### src/rtl/bcd_code_tx_if.sv
// Bus interface for bcd_code_tx: request/digit inputs and the serial line
// with its status flags. The master modport belongs to the requester, and the
// slave modport belongs to the transmitter.
interface bcd_code_tx_if;
  logic       start;
  logic [3:0] digit_hi;
  logic [3:0] digit_lo;
  logic       tx;
  logic       busy;
  logic       done;
  logic       err;

  modport master (
    output start, digit_hi, digit_lo,
    input  tx, busy, done, err
  );

  modport slave (
    input  start, digit_hi, digit_lo,
    output tx, busy, done, err
  );
endinterface

### src/rtl/bcd_code_tx.sv
// bcd_code_tx: serial transmitter for a two-digit BCD code.
// A start request in IDLE captures {digit_hi, digit_lo}. The block then sends
// a start bit (0), 8 data bits MSB first, an optional even-parity bit and a
// stop bit (1). Each frame bit is held for BIT_CYCLES clocks.
// Optional feature: define BCD_CODE_TX_PARITY_EN to insert the parity bit.
module bcd_code_tx #(
  parameter int unsigned BIT_CYCLES = 4
) (
  input  logic         clk,
  input  logic         reset_n,
  bcd_code_tx_if.slave bus
);

  localparam int unsigned CW = (BIT_CYCLES > 1) ? $clog2(BIT_CYCLES) : 1;
  localparam logic [CW-1:0] CYC_LAST = CW'(BIT_CYCLES - 1);

  localparam logic [2:0] S_IDLE   = 3'd0;
  localparam logic [2:0] S_START  = 3'd1;
  localparam logic [2:0] S_DATA   = 3'd2;
  localparam logic [2:0] S_STOP   = 3'd3;
`ifdef BCD_CODE_TX_PARITY_EN
  localparam logic [2:0] S_PARITY = 3'd4;
`endif

  logic [2:0]    state_q, state_d;
  logic [CW-1:0] cyc_q, cyc_d;
  logic [2:0]    bit_q, bit_d;
  logic [7:0]    data_q, data_d;
  logic          tx_q, tx_d;
  logic          done_q, done_d;
  logic          err_q, err_d;

  logic bit_end;
  logic digits_ok;

  assign bit_end   = (cyc_q == CYC_LAST);
  assign digits_ok = (bus.digit_hi <= 4'd9) && (bus.digit_lo <= 4'd9);

  assign bus.tx   = tx_q;
  assign bus.busy = (state_q != S_IDLE);
  assign bus.done = done_q;
  assign bus.err  = err_q;

  // Next-state logic. tx is computed one cycle ahead so that the line is registered.
  // The data register rotates rather than shifts. After eight rotations it
  // holds the captured byte again, so the parity bit can be taken from it directly.
  always_comb begin
    state_d = state_q;
    cyc_d   = cyc_q;
    bit_d   = bit_q;
    data_d  = data_q;
    tx_d    = tx_q;
    done_d  = 1'b0;
    err_d   = 1'b0;

    case (state_q)
      S_IDLE: begin
        tx_d = 1'b1;
        if (bus.start) begin
          if (digits_ok) begin
            data_d  = {bus.digit_hi, bus.digit_lo};
            state_d = S_START;
            cyc_d   = '0;
            bit_d   = 3'd7;
            tx_d    = 1'b0;
          end else begin
            err_d = 1'b1;
          end
        end
      end

      S_START: begin
        if (bit_end) begin
          cyc_d   = '0;
          state_d = S_DATA;
          tx_d    = data_q[7];
        end else begin
          cyc_d = cyc_q + 1'b1;
        end
      end

      S_DATA: begin
        if (bit_end) begin
          cyc_d  = '0;
          data_d = {data_q[6:0], data_q[7]};
          if (bit_q == 3'd0) begin
`ifdef BCD_CODE_TX_PARITY_EN
            state_d = S_PARITY;
            tx_d    = ^data_q;
`else
            state_d = S_STOP;
            tx_d    = 1'b1;
`endif
          end else begin
            bit_d = bit_q - 3'd1;
            tx_d  = data_q[6];
          end
        end else begin
          cyc_d = cyc_q + 1'b1;
        end
      end

`ifdef BCD_CODE_TX_PARITY_EN
      S_PARITY: begin
        if (bit_end) begin
          cyc_d   = '0;
          state_d = S_STOP;
          tx_d    = 1'b1;
        end else begin
          cyc_d = cyc_q + 1'b1;
        end
      end
`endif

      S_STOP: begin
        if (bit_end) begin
          cyc_d   = '0;
          state_d = S_IDLE;
          tx_d    = 1'b1;
          done_d  = 1'b1;
        end else begin
          cyc_d = cyc_q + 1'b1;
        end
      end

      default: begin
        state_d = S_IDLE;
        cyc_d   = '0;
        bit_d   = '0;
        tx_d    = 1'b1;
      end
    endcase
  end

  // State registers. A synchronous reset aborts any frame in progress.
  always_ff @(posedge clk) begin
    if (!reset_n) begin
      state_q <= S_IDLE;
      cyc_q   <= '0;
      bit_q   <= '0;
      data_q  <= '0;
      tx_q    <= 1'b1;
      done_q  <= 1'b0;
      err_q   <= 1'b0;
    end else begin
      state_q <= state_d;
      cyc_q   <= cyc_d;
      bit_q   <= bit_d;
      data_q  <= data_d;
      tx_q    <= tx_d;
      done_q  <= done_d;
      err_q   <= err_d;
    end
  end

endmodule

### src/flat_wrapper.sv
// flat-port wrapper written by rule: the top's interface ports become plain ports
module bcd_code_tx_flat 
#(
  parameter int unsigned BIT_CYCLES = 4
)
  (clk, reset_n, bus_start, bus_digit_hi, bus_digit_lo, bus_tx, bus_busy, bus_done, bus_err);
  bcd_code_tx_if bus_i ();
  input  logic clk;
  input  logic reset_n;
  input wire logic [$bits(bus_i.start)-1:0] bus_start;
  input wire logic [$bits(bus_i.digit_hi)-1:0] bus_digit_hi;
  input wire logic [$bits(bus_i.digit_lo)-1:0] bus_digit_lo;
  output wire logic [$bits(bus_i.tx)-1:0] bus_tx;
  output wire logic [$bits(bus_i.busy)-1:0] bus_busy;
  output wire logic [$bits(bus_i.done)-1:0] bus_done;
  output wire logic [$bits(bus_i.err)-1:0] bus_err;
  assign bus_i.start = bus_start;
  assign bus_i.digit_hi = bus_digit_hi;
  assign bus_i.digit_lo = bus_digit_lo;
  assign bus_tx = bus_i.tx;
  assign bus_busy = bus_i.busy;
  assign bus_done = bus_i.done;
  assign bus_err = bus_i.err;
  bcd_code_tx #(.BIT_CYCLES(BIT_CYCLES)) u_core (.clk(clk), .reset_n(reset_n), .bus(bus_i));
endmodule
### config.mk
export PLATFORM = sky130hd
export DESIGN_NAME = bcd_code_tx_flat
export DESIGN_NICKNAME = d
export VERILOG_FILES = /design/src/rtl/bcd_code_tx_if.sv /design/src/rtl/bcd_code_tx.sv /design/src/flat_wrapper.sv
export SDC_FILE = /design/constraint.sdc
export NUM_CORES = 1
export LEC_CHECK = 0
export CAP_MARGIN = 20
export CORE_ASPECT_RATIO = 1.2
export CORE_MARGIN = 5
export CORE_UTILIZATION = 50
export CTS_BUF_LIST = sky130_fd_sc_hd__clkbuf_8 sky130_fd_sc_hd__clkbuf_16
export CTS_CLUSTER_SIZE = 20
export DETAILED_ROUTE_END_ITERATION = 12
export MAX_ROUTING_LAYER = met4
export PLACE_DENSITY = 0.82
export SLEW_MARGIN = 20
export SYNTH_ARGS = -nofsm -noshare
export SYNTH_HDL_FRONTEND = slang
export SYNTH_SLANG_ARGS = --single-unit
### constraint.sdc
create_clock -name clk -period 1.95 [get_ports clk]
set_input_delay 0.585 -clock clk [delete_from_list [all_inputs] [get_ports clk]]
set_output_delay 0.585 -clock clk [all_outputs]
set_load 0.005 [all_outputs]
# After elaboration in Yosys (flattened, before gate mapping)
# Index checks and enable logic that the tools add are counted.
# Widths: inputs -> output; s select.
op_classes:
  n_reduce_logical: 14
  muxes: 28
  add_sub_neg: 2
  magnitude_cmp: 2
  bitwise_logic: 1
  n_eq_ne: 11
op_table:
  columns: ["operator", "n"]
  rows:
  - ["$mux 3", 10]
  - ["$mux 8", 3]
  - ["$pmux 8 s2", 1]
  - ["$pmux 3 s4", 1]
  - ["$ne 2x1->1 const B", 5]
  - ["$pmux 3 s3", 1]
  - ["$le 4x4->1 const B", 2]
  - ["$mux 1", 7]
  - ["$eq 3x2->1 const B", 2]
  - ["$logic_not 3->1", 2]
  - ["$mux 2", 3]
  - ["$reduce_and 3->1", 2]
  - ["$reduce_and 6->1", 1]
  - ["$reduce_and 5->1", 1]
  - ["$ne 2x2->1 const B", 2]
  - ["$pmux 1 s4", 1]
  - ["$pmux 2 s2", 1]
  - ["$reduce_and 2->1", 2]
  - ["$reduce_and 4->1", 1]
  - ["$eq 3x1->1 const B", 1]
  - ["$reduce_bool 3->1", 1]
  - ["$reduce_or 3->1", 1]
  - ["$sub 3x1->3 const B", 1]
  - ["$add 2x1->2 const B", 1]
  - ["5 further kinds", 5]
totals:
  input_bits: 11
  out_inout_bits: 4
  reg_bits: 19

# Logic depth before layout (Yosys ltp)
depth:
  word_depth: 5
  mapped_depth: 8

# Least setup slack after synthesis
# OpenSTA, ideal clock, no wires.
synth_path:
  path_kind: "register to register"
  from: "register u_core.state_q[0]"
  to: "register u_core.data_q[7]"
  path_buffers: 1
  t_arrival_ns: 1.376
  path_stages_with_launch: 8
  slack_ns: 0.456
  required_ns: 1.831
  cell_sequence: "dfxtp_1 inv_1 ha_1 buf_6 inv_4 nand2_1 o22a_1 o221a_1"
synth_via:
  elab_chain_len: 3
  elab_cells_between_ends: 8
synth_rtl:
  columns: ["item", "line_no", "rtl"]
  rows:
  - ["from (decl)", "bcd_code_tx.sv:25", "logic [2:0] state_q, state_d;"]
  - ["from (signal assigned)", "bcd_code_tx.sv:146", "state_q <= state_d;"]
  - ["$eq 3x2->1 or $logic_not 3->1 (tied branches)", "bcd_code_tx.sv:56", "case (state_q)"]
  - ["$ne 2x1->1 (no source line) (tied with other cells)", null, null]
  - ["$reduce_and 4->1 (no source line)", null, null]
  - ["to (signal assigned)", "bcd_code_tx.sv:149", "data_q <= data_d;"]
  - ["to (decl)", "bcd_code_tx.sv:28", "logic [7:0] data_q, data_d;"]
# Parallel ways exist; a longest one is shown, timed or not.
# A chain may end at the register's enable or synchronous reset.

# Worst setup path after layout
layout_path:
  from: "input bus_digit_lo[1]"
  to: "register u_core.state_q[0]"
layout_via:
  elab_chain_len: 4
layout_rtl:
  columns: ["item", "line_no", "rtl"]
  rows:
  - ["from (decl)", "flat_wrapper.sv:12", "input wire logic [$bits(bus_i.digit_lo)-1:0] bus_digit_lo;"]
  - ["$le 4x4->1", "bcd_code_tx.sv:37", "assign digits_ok = (bus.digit_hi <= 4'd9) && (bus.digit_lo <= 4'd9);"]
  - ["$logic_and 1x1->1", "bcd_code_tx.sv:37", null]
  - ["$ne 2x1->1 (no source line)", null, null]
  - ["$reduce_and 6->1 (no source line)", null, null]
# No other way between the ends.

==> results.yml <==
sta:
  setup_viol: 0
  hold_viol_final: 0
  slew_headroom_pct: 77.0
  layout_min_cycle_time_ns: 1.75
  period_share_pct: 89.8
  clock_skew_ns: 0.000860
  final_max_slew_viol_count: 0
  max_freq_mhz: 571
  worst_pin_slew_ns: 0.346
  rsz0062_at_grt: "no"
logic_synthesis:
  synth_top_area_share_pct: 35.7
  syn_nets: 123
  ys_top_cells_by_area: "dfxtp_1 (36%), ha_1 (8.7%), o221a_1 (7.8%)"
  synth_ff_type: "dfxtp_1"
  syn_area_sq_um: 1010
  ys.warnings.count: 0
  yosys.area.top_type: "dfxtp_1"
  synthMostInstantiatedCell: "dfxtp_1"
  postSynthCellCount: 105
  synth_edf_count: 0
  synth_seq_cells: 18
  avgSynthCellArea_sq_um: 9.60
  ys_seq_area_share_pct: 35.7
  synth_top_cells_by_count: "dfxtp_1 (18), nand2_1 (11), ha_1 (7), inv_1 (7), o221a_1 (7)"
  ys_types: 32
  asyncSetResetFlopFracSynth_pct: 0
final_layout:
  fin_util_pct: 66.6
  layoutNonFillerInstCount: 145
  fillerInstances: 159
  fin_nets: 146
  diodes: 0
  syn_to_final_growth_pct: 23.6
  drive_gt1_share_pct: 19.0
grt:
  grt_start_max_net_pins: 24
  grt-ovfl-total: 0
  antenna_found_initial: 0
  grt_pass1_vias: 933
  grt_pass1_wl_microns: 3920
  grt.total_usage_pct: 16.6
drt:
  ant_nets: 0
  first_iter_violations: 12
  wire_per_inst_microns: 15.1
  wl_microns: 2200
  viasPerCell: 5.98
  vias: 867
  drc: 0
  firstDrtPassIters: 4
worst_setup_path:
  cp-startpoint: "bus_digit_lo[1]"
  worstSetupPathType: "primary input to register"
  crit_path_start_kind: "primary input"
  path_max_fanout: 4
  timing.rr.end: "u_core.data_q[2]"
  reg2regPathDepth: 6
  reg2reg_slack_ns: 0.32
  end_kind: "register"
  critical_path.endpoint: "u_core.state_q[0]"
  arrival_ns: 1.93
  r2r_start: "u_core.state_q[1]"
  required_ns: 2.13
place:
  port_buffers: 14
  gp_congestion: 0.818
  place_inst: 140
  hpwl_microns: 1610
outcome:
  status: "finished, final reports clean"
die:
  fp.dieH_microns: 59.2
  io_pins: 15
  start_util_pct: 53.9
  die_w_microns: 51.0
  core_area_sq_um: 1870
  fp.dieArea_sq_um: 3020
  rows: 17
clocking:
  holdBufCountCts: 0
  clk_path_buf_depth: 2
  cts_tree: "built"
  clock_latency_ns: 0.25
  cts_sinks: 18
  path_clk_slew_ns: 0.06
  cts_root_buf: "clkbuf_8"
  cts.htree.levels: 1
  numCtsBuffers: 3
pwr:
  p_per_area_nw_per_um2: 1490
  p_leak_nw: 0.506
  ir_worst_vdd_v: 0.000738
hold_path:
  hp-class: "register to register"
flow_run:
  maxCapViolCount: 0
-- cell usage in the layout, fill, tap and decap left out, drive strengths merged, types with 6 or more instances in the layout --
cell           instances
a21oi                  6
buf                   10
clkdlybuf4s50         13
dfxtp                 18
ha                     7
inv                    9
nand2                 11
o21ai                  7
o221a                  8
-- how the worst min path moves through the flow --
| stage | depth (start not counted) | end | start | slack (ns) |
|---|---|---|---|---|
| floorplan | 2 | u_core.bit_q[1] | u_core.bit_q[1] | 0.44 |
| global route | 2 | u_core.bit_q[2] | u_core.bit_q[2] | 0.51 |
| detailed placement | 2 | u_core.bit_q[1] | u_core.bit_q[1] | 0.46 |
| global placement | 2 | u_core.bit_q[1] | u_core.bit_q[1] | 0.45 |
| finish | 2 | u_core.bit_q[2] | u_core.bit_q[2] | 0.47 |
| CTS | 2 | u_core.bit_q[1] | u_core.bit_q[1] | 0.48 |
-- per-layer routing --
layer / vias to the layer above / GRT usage (%) / wire [microns]
li1: 433 / - / -
met1: 406 / 19.3 / 952
met2: 22 / 27.1 / 1080
met3: 6 / 2.52 / 116
met4: 0 / 9.12 / 46
met5: - / - / 0
-- through the flow --
step	instance area, sq um	setup slack (ns)	hold slack (ns)	TNS [ns]	power, mW
floorplan	1010	0.456	0.438	0	1.32
global placement	1190	-0.0229	0.451	-0.0457	1.55
detailed placement	1190	-0.0557	0.463	-0.140	1.59
CTS	1250	0.188	0.476	0	1.86
global route	1250	0.0780	0.513	0	2.00
finish	1250	0.199	0.472	0	1.85
-- worst max-delay path: stages --
cell	delay (ns)
clkdlybuf4s50_1	0.45
o21ai_2	0.23
a31oi_4	0.15
nor3_2	0.29
mux2i_1	0.22
-- cell type report --
class                           instances  area [sq um]  area share [%]
Tap cell                               19          23.8            1.91
Clock buffer                            3          41.3            3.31
Multi-Input combinational cell         72           568            45.6
Inverter                                9          36.3            2.91
Sequential cell                        18           363            29.1
Timing Repair Buffer                   24           214            17.2
-- cell families (layout without fill, tap and decap cells) --
group / count (synthesis) / count (layout) / synth area share, %
adders and majority gates: 7 / 7 / 8.68
and+or+nand+nor: 25 / 25 / 11.8
DFF: 18 / 18 / 35.7
muxes: 5 / 5 / 4.96
AOI/OAI and AO/OA: 35 / 35 / 30.6
buffers and inverters: 15 / 36 / 8.19
-- sequential cells by signal (all words and copies together) (netlist names) --
register	count
u_core.bus.done	1
u_core.cyc_q	2
u_core.state_q	2
u_core.bit_q	3
u_core.bus.tx	1
u_core.data_q	8
u_core.bus.err	1
-- what timing repair did --
action / CTS / global route
resized for setup: 4 / 0
buffers inserted: 2 / 0
endpoints found under the setup margin: 1 / 0
-- power breakdown --
group | leakage [nW] | internal, mW | switching (mW)
clock network | 0.0216 | 0.137 | 0.115
registers | 0.149 | 0.520 | 0.0816
logic | 0.336 | 0.485 | 0.512
(Power assumes the default switching activity.)
